--- src/rtl/instr_fetch.sv ---
// ---------------------------------------------------------------------------
// instr_fetch
//   Program-fetch stage feeding the instruction control LUT. Holds the PC,
//   runs a single-outstanding req/ack read on program memory, captures the
//   returned word into the instruction register and offers it to decode with
//   a valid/ready handshake. The next PC is chosen by pcInMux_ctrl on the
//   handshake; flush redirects the PC and has priority over everything else.
//
// Ports
//   clk, rst_n        clock, asynchronous active-low reset
//   pm_req/pm_addr    program-memory read request and address (held until ack)
//   pm_ack/pm_rdata   read completion and returned word (ack may share the
//                     cycle in which pm_req first rises)
//   ir_valid/ir_ready instruction handshake towards decode
//   instruction       instruction register; OP_dk = [15:8], OP_s = [15:12]
//   ir_pc             fetch address of the current instruction
//   pcInMux_ctrl      next-PC select: 00 RST_VEC, 01 branch_addr,
//                     10 acc_addr, 11 pc+1
//   branch_addr, acc_addr  next-PC candidates
//   flush/flush_addr  redirect request and target
// ---------------------------------------------------------------------------
module instr_fetch #(
   parameter int              PC_W    = 12,
   parameter logic [PC_W-1:0] RST_VEC = {PC_W{1'b0}}
) (
   input  logic            clk,
   input  logic            rst_n,
   output logic            pm_req,
   output logic [PC_W-1:0] pm_addr,
   input  logic            pm_ack,
   input  logic [15:0]     pm_rdata,
   output logic            ir_valid,
   input  logic            ir_ready,
   output logic [15:0]     instruction,
   output logic [7:0]      OP_dk,
   output logic [3:0]      OP_s,
   output logic [PC_W-1:0] ir_pc,
   input  logic [1:0]      pcInMux_ctrl,
   input  logic [PC_W-1:0] branch_addr,
   input  logic [PC_W-1:0] acc_addr,
   input  logic            flush,
   input  logic [PC_W-1:0] flush_addr
);

   typedef enum logic [1:0] {
      FETCH_IDLE = 2'd0,
      FETCH      = 2'd1,
      ISSUE      = 2'd2,
      DISCARD    = 2'd3
   } state_e;

   state_e          state_q, state_d;
   logic [PC_W-1:0] pc_q, pc_d;
   logic [PC_W-1:0] pm_addr_q, pm_addr_d;
   logic            pm_req_q, pm_req_d;
   logic            ir_valid_q, ir_valid_d;
   logic [15:0]     instr_q, instr_d;
   logic [PC_W-1:0] ir_pc_q, ir_pc_d;
   logic [PC_W-1:0] next_pc_s;

   // Next-PC multiplexer, used only on an accepted instruction handshake.
   always_comb begin
      next_pc_s = pc_q;
      case (pcInMux_ctrl)
         2'b00:   next_pc_s = RST_VEC;
         2'b01:   next_pc_s = branch_addr;
         2'b10:   next_pc_s = acc_addr;
         2'b11:   next_pc_s = pc_q + {{(PC_W-1){1'b0}}, 1'b1};
         default: next_pc_s = pc_q;
      endcase
   end

   // Fetch sequencer: next state, PC and instruction-register capture.
   always_comb begin
      state_d = state_q;
      pc_d    = pc_q;
      instr_d = instr_q;
      ir_pc_d = ir_pc_q;
      case (state_q)
         FETCH_IDLE: begin
            if (flush) begin
               pc_d = flush_addr;
            end else begin
               pc_d = pc_q;
            end
            state_d = FETCH;
         end
         FETCH: begin
            if (flush) begin
               pc_d = flush_addr;
               // An ack in the flush cycle closes the read, so a fresh
               // fetch can start at once; otherwise wait out the old read.
               if (pm_ack) begin
                  state_d = FETCH;
               end else begin
                  state_d = DISCARD;
               end
            end else if (pm_ack) begin
               instr_d = pm_rdata;
               ir_pc_d = pc_q;
               state_d = ISSUE;
            end else begin
               state_d = FETCH;
            end
         end
         ISSUE: begin
            if (flush) begin
               pc_d    = flush_addr;
               state_d = FETCH;
            end else if (ir_ready) begin
               pc_d    = next_pc_s;
               state_d = FETCH;
            end else begin
               state_d = ISSUE;
            end
         end
         DISCARD: begin
            if (flush) begin
               pc_d = flush_addr;
            end else begin
               pc_d = pc_q;
            end
            if (pm_ack) begin
               state_d = FETCH;
            end else begin
               state_d = DISCARD;
            end
         end
         default: begin
            state_d = FETCH_IDLE;
         end
      endcase
   end

   // Output flops derived from the next state. pm_addr is reloaded only when
   // entering FETCH, so it stays on the old address throughout DISCARD.
   always_comb begin
      pm_req_d   = (state_d == FETCH) || (state_d == DISCARD);
      ir_valid_d = (state_d == ISSUE);
      if (state_d == FETCH) begin
         pm_addr_d = pc_d;
      end else begin
         pm_addr_d = pm_addr_q;
      end
   end

   // State and output registers.
   always_ff @(posedge clk or negedge rst_n) begin
      if (!rst_n) begin
         state_q    <= FETCH_IDLE;
         pc_q       <= RST_VEC;
         pm_addr_q  <= RST_VEC;
         pm_req_q   <= 1'b0;
         ir_valid_q <= 1'b0;
         instr_q    <= 16'h0000;
         ir_pc_q    <= {PC_W{1'b0}};
      end else begin
         state_q    <= state_d;
         pc_q       <= pc_d;
         pm_addr_q  <= pm_addr_d;
         pm_req_q   <= pm_req_d;
         ir_valid_q <= ir_valid_d;
         instr_q    <= instr_d;
         ir_pc_q    <= ir_pc_d;
      end
   end

   assign pm_req      = pm_req_q;
   assign pm_addr     = pm_addr_q;
   assign ir_valid    = ir_valid_q;
   assign instruction = instr_q;
   assign ir_pc       = ir_pc_q;
   assign OP_dk       = instr_q[15:8];
   assign OP_s        = instr_q[15:12];

endmodule

--- config.mk ---
export PLATFORM = sky130hd
export DESIGN_NAME = instr_fetch
export DESIGN_NICKNAME = d
export VERILOG_FILES = /design/src/rtl/instr_fetch.sv
export SDC_FILE = /design/constraint.sdc
export NUM_CORES = 1
export LEC_CHECK = 0
export ABC_CLOCK_PERIOD_IN_PS = 3300
export BUFFER_PORTS_ARGS = -buffer_cell sky130_fd_sc_hd__buf_2
export CAP_MARGIN = 20
export CORE_MARGIN = 2
export CORE_UTILIZATION = 45
export CTS_CLUSTER_SIZE = 8
export DETAILED_ROUTE_END_ITERATION = 8
export GPL_ROUTABILITY_DRIVEN = 0
export PLACE_DENSITY = 0.75
export SYNTH_ARGS = -nofsm -noshare
export SYNTH_HDL_FRONTEND = slang
export SYNTH_SLANG_ARGS = --single-unit
--- constraint.sdc ---
create_clock -name clk -period 3.3 [get_ports clk]
set_input_delay 0.66 -clock clk [delete_from_list [all_inputs] [get_ports clk]]
set_output_delay 0.66 -clock clk [all_outputs]
set_load 0.01 [all_outputs]
### Word-level counts from Yosys, hierarchy flattened

Cells that the tools add are included.

* output and inout port bits: 54
* input port bits: 59
* word-level logic and storage cells: 34
* register bits after elaboration: 56

* bitwise gates (word level): 1
* muxes and demuxes: 11
* reduce and logical (&&, ||, !) cells: 5
* eq/ne operators: 9
* add/subtract/negate cells: 1

Operators with widths (number)
* one-hot mux 12 bit (4 select lines): 1
* 2-to-1 mux 12 bit: 3
* one-hot mux 12 bit (2 select lines): 1
* adder 12 x 1 -> 12 bit, second input constant: 1
* equality test 2 bit, second input constant: 6
* 2-to-1 mux 2 bit: 5
* one-hot mux 2 bit (4 select lines): 1
* equality test 2 x 1 -> 1 bit, second input constant: 3
* logical NOT 2 bit: 2
* AND reduction 3 bit: 1
* OR reduction 3 bit: 1
* logical OR 1 bit: 1
* NOT 1 bit: 1

### Depth between registers and ports, before layout

Gate-level depths: netlist (run 1).

* depth after elaboration: 5
* mapped depth: 7

### Worst setup path before layout (run 1)

Ideal clock, no wire load.

* path type: input to register
* start: in flush
* end: reg pm_addr_q[0] (netlist: pm_addr[0])
* stages: 6
* buffers on the path: 0
* data required time: 3.175 ns
* arrival: 1.908 ns
* path slack: 1.267 ns
* library setup time: 0.125 ns
* cells stage by stage: inv_1 > ha_1 > nand2b_1 > o21a_1 > nor2_2 > mux2_2

* longest elaborated chain between the ends: 3
* elaborated cells between the ends (all ways): 7
* classes of those cells: eq/ne (1); mux (6)

RTL lines
* start: declaration: line 41 `input logic flush,`
* 2-to-1 mux 2 bit (on tied branches): line 107, 89
* one-hot mux 2 bit (4 select lines): line 79 `case (state_q)`
* equality test 2 x 1 -> 1 bit: line 140 `if (state_d == FETCH) begin`
* end signal: assignment: line 160 `pm_addr_q <= pm_addr_d;`
* end: declaration: line 54 `logic [PC_W-1:0] pm_addr_q, pm_addr_d;`

Parallel ways exist; a longest one is shown, timed or not.
A chain may end at the register's enable or synchronous reset.

### Worst setup path after layout (run 1)

* start: in flush
* end: reg pm_addr_q[1] (netlist: pm_addr[1])

Same word-level chain as after synthesis.

==> impl_metrics.ini, run 1 <==
[finish]
fin_cells = 417
layout.nets = 403
syn_to_final_growth_pct = 23.5
diodes = 0
fillCellCount = 524
multi_input_area_um2 = 1200
register_area_um2 = 1400
layout-drive-gt1-share_pct = 48.2

[yosys]
synth_enable_flop_cells = 0
seq_area_frac_synth_pct = 51.0
yosysTopAreaCellShare_pct = 51.0
syn_area_um2 = 2750
synthArstFlopShare_pct = 100
syn_inst = 240
ys.flop_type = dfrtp_1
ys_types = 46
synthTopCellsByArea = dfrtp_1 51%, mux2_2 13%, a22oi_1 3.6%
synth_nets = 302
yosysTopAreaCell = dfrtp_1
syn_area_per_cell_um2 = 11.4
ys_ff_latch = 56
yosysWarnings = 0

[pwr]
swShare_pct = 34.9
p_switching_uw = 865
total_power_uw = 2480
intPower_uw = 1610
p_comb_share_pct = 39.7
pwr-share-clk_pct = 15.6
p_leak_uw = 0.00165
p_per_area_nw_per_um2 = 730
seq_power_share_pct = 44.7
irDropWorstVdd_v = 0.000343

[grt]
grt_max_degree = 31
grt_antenna_before_repair = 0
grt_pass1_wl_mm = 9.83
grt_pass1_vias = 2115
grt.total_usage_pct = 19.3
gr-total-overflow = 0

[status]
run_status = complete, no violations

[die]
die_y_um = 82.1
die_x_um = 82.1
rows = 28
core_area_um2 = 5920
die_area_um2 = 6740
start_util_pct = 46.4
ioPinCount = 113

[clock_tree]
post_cts_resized = 0
insertion_delay_ns = 0.31
cts_setup_buffers = 0
cts-root-buf = clkbuf_8
clk_pin_slew_ns = 0.10
cts_htree_levels = 2
tritoncts = done
clockBufferDepth = 2
cts-buffers-inserted = 5
ctsHoldBuffers = 0
clkSinkCount = 56

[timing]
slew_headroom_pct = 42.2
worstMarginPinSlew_ns = 0.866
setup_viol = 0
rsz0062_at_grt = false
min_period_ns = 2.27
hold_viol_final = 0
fmaxAchievable_mhz = 440
hold_ws_ns = 0.355
fin_tns_setup_ns = 0
finClkSkew_ns = 0.00756
drv_slew = 0
min_period_over_period_pct = 68.8

[routing]
wl_per_cell_um = 15.3
ant_nets = 0
num_vias = 2215
drt-total-wl_mm = 6.38
drc = 0
drt_iter0_drc = 138
viasPerCell = 5.31
dr.pass1.iters = 4

[critical_path]
critical_path_class = input pin to flop
end_kind = flop
cp_max_fo = 15
cp_slowest_cell = nor2_2
crit_start = flush
cp.depth = 7
critical_path.top_delay_family = simple AND/OR/NAND/NOR gates
max_stage_delay_ns = 0.42
worst-path-buf-inv = 2
start_kind = input pin
rr_startpoint = pc_q[0]$_DFF_PN0_
critPathArrivalTime_ns = 2.48
r2r_cells = 6
crit_required_ns = 3.50
path_cells = buf_2 -> inv_1 -> ha_1 -> nand2b_1 -> o21a_1 -> nor2_2 -> mux2_2

[min_path]
hold_class = input pin to asynchronous set/reset pin

[placed_design]
io_buffers = 112
dp_hpwl_mm = 4.92
dp.cells = 409

[flow_run]
maxCapViolations = 0
final cells by class:
class | instances | area share, %
flip-flops and latches | 56 | 41.3
multi-input cells | 158 | 35.4
repair buffers | 115 | 17.2
well taps | 75 | 2.77
clock buffers | 7 | 2.55
inverters | 5 | 0.554
clock inverters | 1 | 0.221
cell usage in the layout, fill, tap and decap left out, types with 2 or more instances in the layout:
cell type and n:
nor2_2 2, a21oi_1 4, o21ai_2 2, and2_1 4
xnor2_1 3, o21a_1 3, nand3_1 5, buf_4 3
dfrtp_1 56, a22oi_1 13, mux2_2 31, inv_1 5
clkbuf_8 6, o21ai_0 18, nor2_1 8, ha_1 3
a22o_1 2, a222oi_1 2, a221oi_1 2, mux2_4 2
xor2_1 4, mux2i_1 2, buf_2 112, nand3b_1 2
nor2b_1 5, nor3_1 3, a31oi_1 4, nand2_1 16
worst paths after layout:
check	slack, ns	endpoint
hold / removal	0.36	pm_addr[9]$_DFFE_PN0N_
hold reg to reg	0.48	ir_pc[7]$_DFFE_PN0P_
max in group asynchronous	2.17	pm_addr[10]$_DFFE_PN0N_
setup reg to reg	1.36	pm_addr[6]$_DFFE_PN0N_
min in group clk	0.48	ir_pc[7]$_DFFE_PN0P_
setup / recovery	1.03	pm_addr[1]$_DFFE_PN0N_
kinds of logic after synthesis:
group / share of synthesized area, %
DFF: 51.0
adders and majority gates: 1.37
xor gates and xnor gates: 2.23
AOI/OAI and AO/OA: 15.3
and+or+nand+nor: 10.3
muxes: 14.5
buffers and inverters: 5.29
synth_stat cells (2+ instances only):
cell type	number
dfrtp_1	56
mux2_2	31
o21ai_0	18
nand2_1	16
a22oi_1	13
buf_4	12
nor2_1	8
clkbuf_1	7
inv_1	5
nand3_1	5
nor2b_1	5
a21oi_1	4
a31oi_1	4
and2_1	4
xor2_1	4
ha_1	3
nor3_1	3
o21a_1	3
xnor2_1	3
a221oi_1	2
a222oi_1	2
a22o_1	2
buf_2	2
mux2_4	2
mux2i_1	2
nand3b_1	2
nor2_2	2
o21ai_2	2
per-layer routing:
| layer | global-route usage [%] | part of all wire, % |
|---|---|---|
| met1 | 24.5 | 42 |
| met2 | 33.1 | 49 |
| met3 | 4.46 | 8.1 |
| met4 | 5.67 | 1.4 |
| met5 | 0 | 0 |
flip-flops by register name, indices dropped and copies added (netlist names):
name,cells
instruction,16
ir_pc,12
ir_valid,1
pc_q,12
pm_addr,12
pm_req,1
state_q,2
power groups by stage:
stage                     registers (uW)  clock network, uW  logic [uW]
after global placement              1110                  0         981
final                               1110                386         984
after CTS                           1110                400        1000
after detailed placement            1120                  0        1000
after floorplan                     1220                  0         541
after global routing                1150                429        1100
worst reg2reg max path: cells and delay by family (launching register included):
family / cells / cell delay, ns
flip-flops: 1 / 0.49
multiplexers: 2 / 0.53
adder cells (fa/ha/maj): 1 / 0.32
AO/OA/AOI/OAI: 2 / 0.34
AND/OR/NAND/NOR: 1 / 0.15
through the flow:
| stage | setup slack (ns) | util (%) | cell area (um^2) |
|---|---|---|---|
| final | 1.03 | 57.3 | 3390 |
| after floorplan | 1.27 | - | 2750 |
| after detailed placement | 0.679 | 55.7 | 3300 |
| after global placement | 0.751 | 55.7 | 3300 |
| after CTS | 1.02 | 57.3 | 3390 |
| after global routing | 0.878 | 57.3 | 3390 |
No activity file was read; power rests on OpenSTA's default activity.
==> inputs of run 2 (changes only) <==
- ABC_CLOCK_PERIOD_IN_PS: 3300 -> 2000
- CORE_UTILIZATION: 45 -> 43
- PLACE_DENSITY: 0.75 -> 0.76
- clock period: 3.3 -> 2 ns (I/O delays scaled with it)
==> run 2 against run 1 <==
Net effect:
- register-to-register slack got worse by 1.2 ns
- critical path depth fell by 3
- wire length rose by 8.0%
- first-iteration DRC count shrank 18%
- utilization decreased by 0.98 points
==> impl_metrics.ini, run 2 (synthesized netlist as in run 1, its figures left out) <==
[grt]
gr-total-overflow = 0
grt_pass1_wl_mm = 11.1
grt_antenna_before_repair = 0
grt_max_degree = 31
grt.total_usage_pct = 19.7
grt_pass1_vias = 2311

[finish]
layout.nets = 416
largest_reg_flops = 16
layout-drive-gt1-share_pct = 50.4
fillCellCount = 541
syn_to_final_growth_pct = 28.7
diodes = 0
final_common_cell = buf_2
design_area_um2 = 3530
final_cell_mix = 112 x buf_2, 56 x dfrtp_1, 31 x mux2_2, 18 x o21ai_0, 16 x nand2_1

[die]
start_util_pct = 43.8
die_area_um2 = 7040
rows = 29
core_area_um2 = 6280
die_x_um = 83.9
die_y_um = 83.9
ioPinCount = 113

[critical_path]
endpoint = pm_addr[0]$_DFFE_PN0N_
cp_max_fo = 11
crit_required_ns = 2.26
r2r_cells = 4
crit_start = state_q[0]$_DFF_PN0_
r2r_end = pm_addr[0]$_DFFE_PN0N_
rr_startpoint = state_q[0]$_DFF_PN0_
critical_path_class = flop to flop
start_kind = flop
ff2ff_setup_slack_ns = 0.19
critPathArrivalTime_ns = 2.07
end_kind = flop

[placed_design]
dp_hpwl_mm = 5.25
place_area_um2 = 3420
io_buffers = 112

[routing]
drt_iter0_drc = 113
drt-total-wl_mm = 6.89
dr.pass1.iters = 4
num_vias = 2302
ant_nets = 0
wl_per_cell_um = 16.0
drc = 0
viasPerCell = 5.33

[clock_tree]
cts_htree_levels = 2
clockBufferDepth = 2
clk_pin_slew_ns = 0.10
cts-root-buf = clkbuf_8
ctsHoldBuffers = 0
tritoncts = done
cts-buffers-inserted = 5
clkSinkCount = 56
post_cts_resized = 0
insertion_delay_ns = 0.31
cts_setup_buffers = 0

[timing]
drv_slew = 0
setup_viol = 0
slew_headroom_pct = 39.8
finClkSkew_ns = 0.00285
worstMarginPinSlew_ns = 0.901
min_period_ns = 1.81
fin_tns_setup_ns = 0
rsz0062_at_grt = false
min_period_over_period_pct = 90.4
hold_viol_final = 0
fmaxAchievable_mhz = 553

[pwr]
p_per_area_nw_per_um2 = 1210
p_leak_uw = 0.00173
irDropWorstVdd_v = 0.000616
total_power_uw = 4290

[min_path]
hold_class = input pin to asynchronous set/reset pin

[flow_run]
maxCapViolations = 0

[status]
run_status = complete, no violations
-- run 2: changes by cell type in the layout (fill, tap and decap cells not counted) --
cell / change
buf_4: +11
buf_12: +2
bufinv_16: +1
clkbuf_1: -1
clkbuf_8: -1
clkinv_2: +1
-- run 2: how the worst min path moves through the flow --
stage | from | cells past startpoint | end | slack (ns)
detailed placement | rst_n | 1 | instruction[3]$_DFFE_PN0P_ | 0.39
floorplan | rst_n | 0 | instruction[0]$_DFFE_PN0P_ | 0.10
global placement | rst_n | 1 | instruction[2]$_DFFE_PN0P_ | 0.37
global route | rst_n | 1 | ir_pc[10]$_DFFE_PN0P_ | 0.06
CTS | rst_n | 1 | ir_pc[10]$_DFFE_PN0P_ | 0.04
finish | rst_n | 1 | instruction[3]$_DFFE_PN0P_ | 0.03
-- run 2: final cells by class --
cell class | instances | area (um^2) | share of cell area [%]
clock inverter | 3 | 42.5 | 1.20
timing repair buffer | 128 | 706 | 20.0
multi-input combinational | 158 | 1200 | 34.0
tap | 77 | 96.3 | 2.73
sequential | 56 | 1400 | 39.7
clock buffer | 5 | 68.8 | 1.95
inverter | 5 | 18.8 | 0.531
-- run 2: layer usage --
layer  vias to the layer above  share of wire, %  GRT usage [%]
met5                         -                 0              0
met4                         0               2.7           8.21
met3                        16               7.0           3.86
met2                       112                49           34.0
met1                      1094                41           24.2
li1                       1080                 -              -
-- run 2: critical path, cell delays in order, from the launching register on --
cell,delay (ns)
dfrtp_1,0.41
or3b_1,0.44
or2_1,0.45
o21ai_0,0.27
mux2_2,0.18
-- run 2: metrics by stage --
stage / setup slack, ns / utilization, % / cells / hold WS (ns)
floorplan: 0.227 / - / 240 / 0.104
global placement: 0.108 / 54.5 / 424 / 0.374
detailed placement: 0.0402 / 54.5 / 424 / 0.390
CTS: 0.170 / 56.3 / 432 / 0.0403
global route: 0.0668 / 56.3 / 432 / 0.0557
finish: 0.192 / 56.3 / 432 / 0.0334
-- run 2: where the power goes --
part	leakage [uW]	internal, uW	switching, uW	total [uW]
clock network	0.0000541	371	383	755
logic	0.000994	880	847	1730
registers	0.000684	1560	245	1800
==> inputs of run 3 (changes only) <==
- ABC_CLOCK_PERIOD_IN_PS: 2000 -> 1500
- clock period: 2 -> 1.5 ns (I/O delays scaled with it)
==> run 3 against run 2 <==
Net effect:
- the run now ends with setup timing left
- worst hold slack gained 0.19 ns
- critical path depth grew 3
- die area is the same
- count of clock-buffer cells in the layout grew 1
- flip-flop and latch count is the same
- register-to-register slack lost 0.41 ns
- sequential power grew 36%
- cell count grew 7.9%
- clock power grew 30%
- first-iteration DRC count grew 8.0%
- total power grew 43%
- critical path type unchanged
- largest cell class is now multi-input combinational cells
==> impl_metrics.ini, run 3 (synthesized netlist as in run 1, its figures left out) <==
[clock_tree]
cts_htree_levels = 2
tritoncts = done
clk_pin_slew_ns = 0.10
insertion_delay_ns = 0.31
clockBufferDepth = 2
clkSinkCount = 56
cts-buffers-inserted = 5
cts-root-buf = clkbuf_8

[die]
start_util_pct = 43.8
core_area_um2 = 6280
ioPinCount = 113
die_y_um = 83.9
rows = 29
die_area_um2 = 7040
die_x_um = 83.9

[routing]
drt_iter0_drc = 122
ant_nets = 0
num_vias = 2489
viasPerCell = 5.34
drt-total-wl_mm = 7.78
dr.pass1.iters = 4
drc = 0
wl_per_cell_um = 16.7

[timing]
hold_ws_ns = 0.221
fmaxAchievable_mhz = 584
hold_viol_final = 0
slew_headroom_pct = 51.9
setup_viol = 15
worstMarginPinSlew_ns = 0.720
finClkSkew_ns = 0.00751
rsz0062_at_grt = true
setup_ws_ns = -0.213
drv_slew = 0
min_period_ns = 1.71
fin_tns_setup_ns = -1.89
min_period_over_period_pct = 114

[critical_path]
critical_path_class = flop to flop
critical_path.top_delay_family = compound AO/OA/AOI/OAI gates
worst-path-buf-inv = 2
ff2ff_setup_slack_ns = -0.21
r2r_end = pc_q[9]$_DFF_PN0_
r2r_cells = 7
rr_startpoint = pc_q[1]$_DFF_PN0_
critPathArrivalTime_ns = 1.90
end_kind = flop
crit_required_ns = 1.68
path_cells = buf_6 -> nand3_4 -> buf_4 -> nor3_4 -> xor2_1 -> a222oi_1 -> o21ai_0
start_kind = flop
cp_slowest_cell = dfrtp_1
max_stage_delay_ns = 0.42
cp_max_fo = 3

[min_path]
min_from = pm_rdata[9]
hold_class = input pin to flop
worstHoldEndpoint = instruction[9]$_DFFE_PN0P_
hold-path-cell-count = 2

[flow_run]
maxCapViolations = 0

[placed_design]
dp_hpwl_mm = 5.40
io_buffers = 112
dp.cells = 450
place_ws_ns = -0.336

[status]
run_status = finished with violations
violations = setup timing

[finish]
layout-drive-gt1-share_pct = 64.0
final_common_cell = buf_2
layout.nets = 450
diodes = 0
fillCellCount = 499
largest_reg_flops = 16
final_cell_mix = 112 x buf_2, 50 x dfrtp_1, 38 x buf_4, 26 x mux2_2, 15 x nand2_1
postLayoutCoreUtil_pct = 65.4
syn_to_final_growth_pct = 49.4
fin_cells = 466

[pwr]
p_per_area_nw_per_um2 = 1490
irDropWorstVdd_v = 0.000835
p_leak_uw = 0.00200

[grt]
grt_max_degree = 57
grt_antenna_before_repair = 0
gr-total-overflow = 0
grt_pass1_vias = 2524
grt.total_usage_pct = 21.2
grt_pass1_wl_mm = 11.9
## run 3: cell count changes in the layout (fill, tap and decap cells not counted), sizes merged
| cell | change |
|---|---|
| buf | +31 |
| clkbuf | +3 |
| clkinvlp | -1 |
| dlygate4sd3 | +1 |
## run 3: worst max-delay path by stage
stage,startpoint,end,slack (ns),cells after the start
3_3_place_gp,flush,pm_addr[7]$_DFFE_PN0N_,-0.28,8
5_1_grt,pc_q[1]$_DFF_PN0_,pm_addr[6]$_DFFE_PN0N_,-0.26,6
6_report,pc_q[1]$_DFF_PN0_,pc_q[9]$_DFF_PN0_,-0.21,7
4_1_cts,pc_q[1]$_DFF_PN0_,pm_addr[6]$_DFFE_PN0N_,-0.19,6
2_1_floorplan,pc_q[1]$_DFF_PN0_,pm_addr[6]$_DFFE_PN0N_,-0.17,6
3_5_place_dp,flush,pm_addr[0]$_DFFE_PN0N_,-0.34,5
## run 3: layout make-up
| cell class | count | area, um^2 | share of cell area [%] |
|---|---|---|---|
| sequential | 56 | 1410 | 34.3 |
| clock inverter | 2 | 35.0 | 0.854 |
| inverter | 5 | 31.3 | 0.762 |
| clock buffer | 6 | 72.6 | 1.77 |
| multi-input combinational | 158 | 1430 | 34.9 |
| tap | 77 | 96.3 | 2.35 |
| timing repair buffer | 162 | 1020 | 25.0 |
## run 3: power breakdown
| group | switching (uW) | internal (uW) | total (uW) |
|---|---|---|---|
| combinational | 1290 | 1420 | 2710 |
| clock | 486 | 496 | 983 |
| sequential | 354 | 2090 | 2440 |
| total | 2130 | 4000 | 6130 |
## run 3: repair_timing
| item | 4_1_cts | 5_1_grt |
|---|---|---|
| pin swaps | 11 | 14 |
| buffers inserted | 4 | 9 |
| setup endpoints to repair | 21 | 48 |
| gates resized for setup | 23 | 33 |
| hold buffers | 1 | 0 |
| cloned | 0 | 3 |
| hold endpoints to repair | 56 | 0 |
## run 3: layer usage
layer	global-route usage, %	vias to the layer above	part of all wire [%]
li1	-	1154	-
met1	26.2	1192	42
met2	36.6	126	49
met3	4.95	17	6.0
met4	6.60	0	2.1
met5	0	-	0
## run 3: per-stage QoR
stage,power (uW),cell area (um^2)
final,6130,4100
after global routing,6510,4100
after floorplan,3960,2820
after global placement,4900,3700
after CTS,5990,3890
after detailed placement,4980,3700
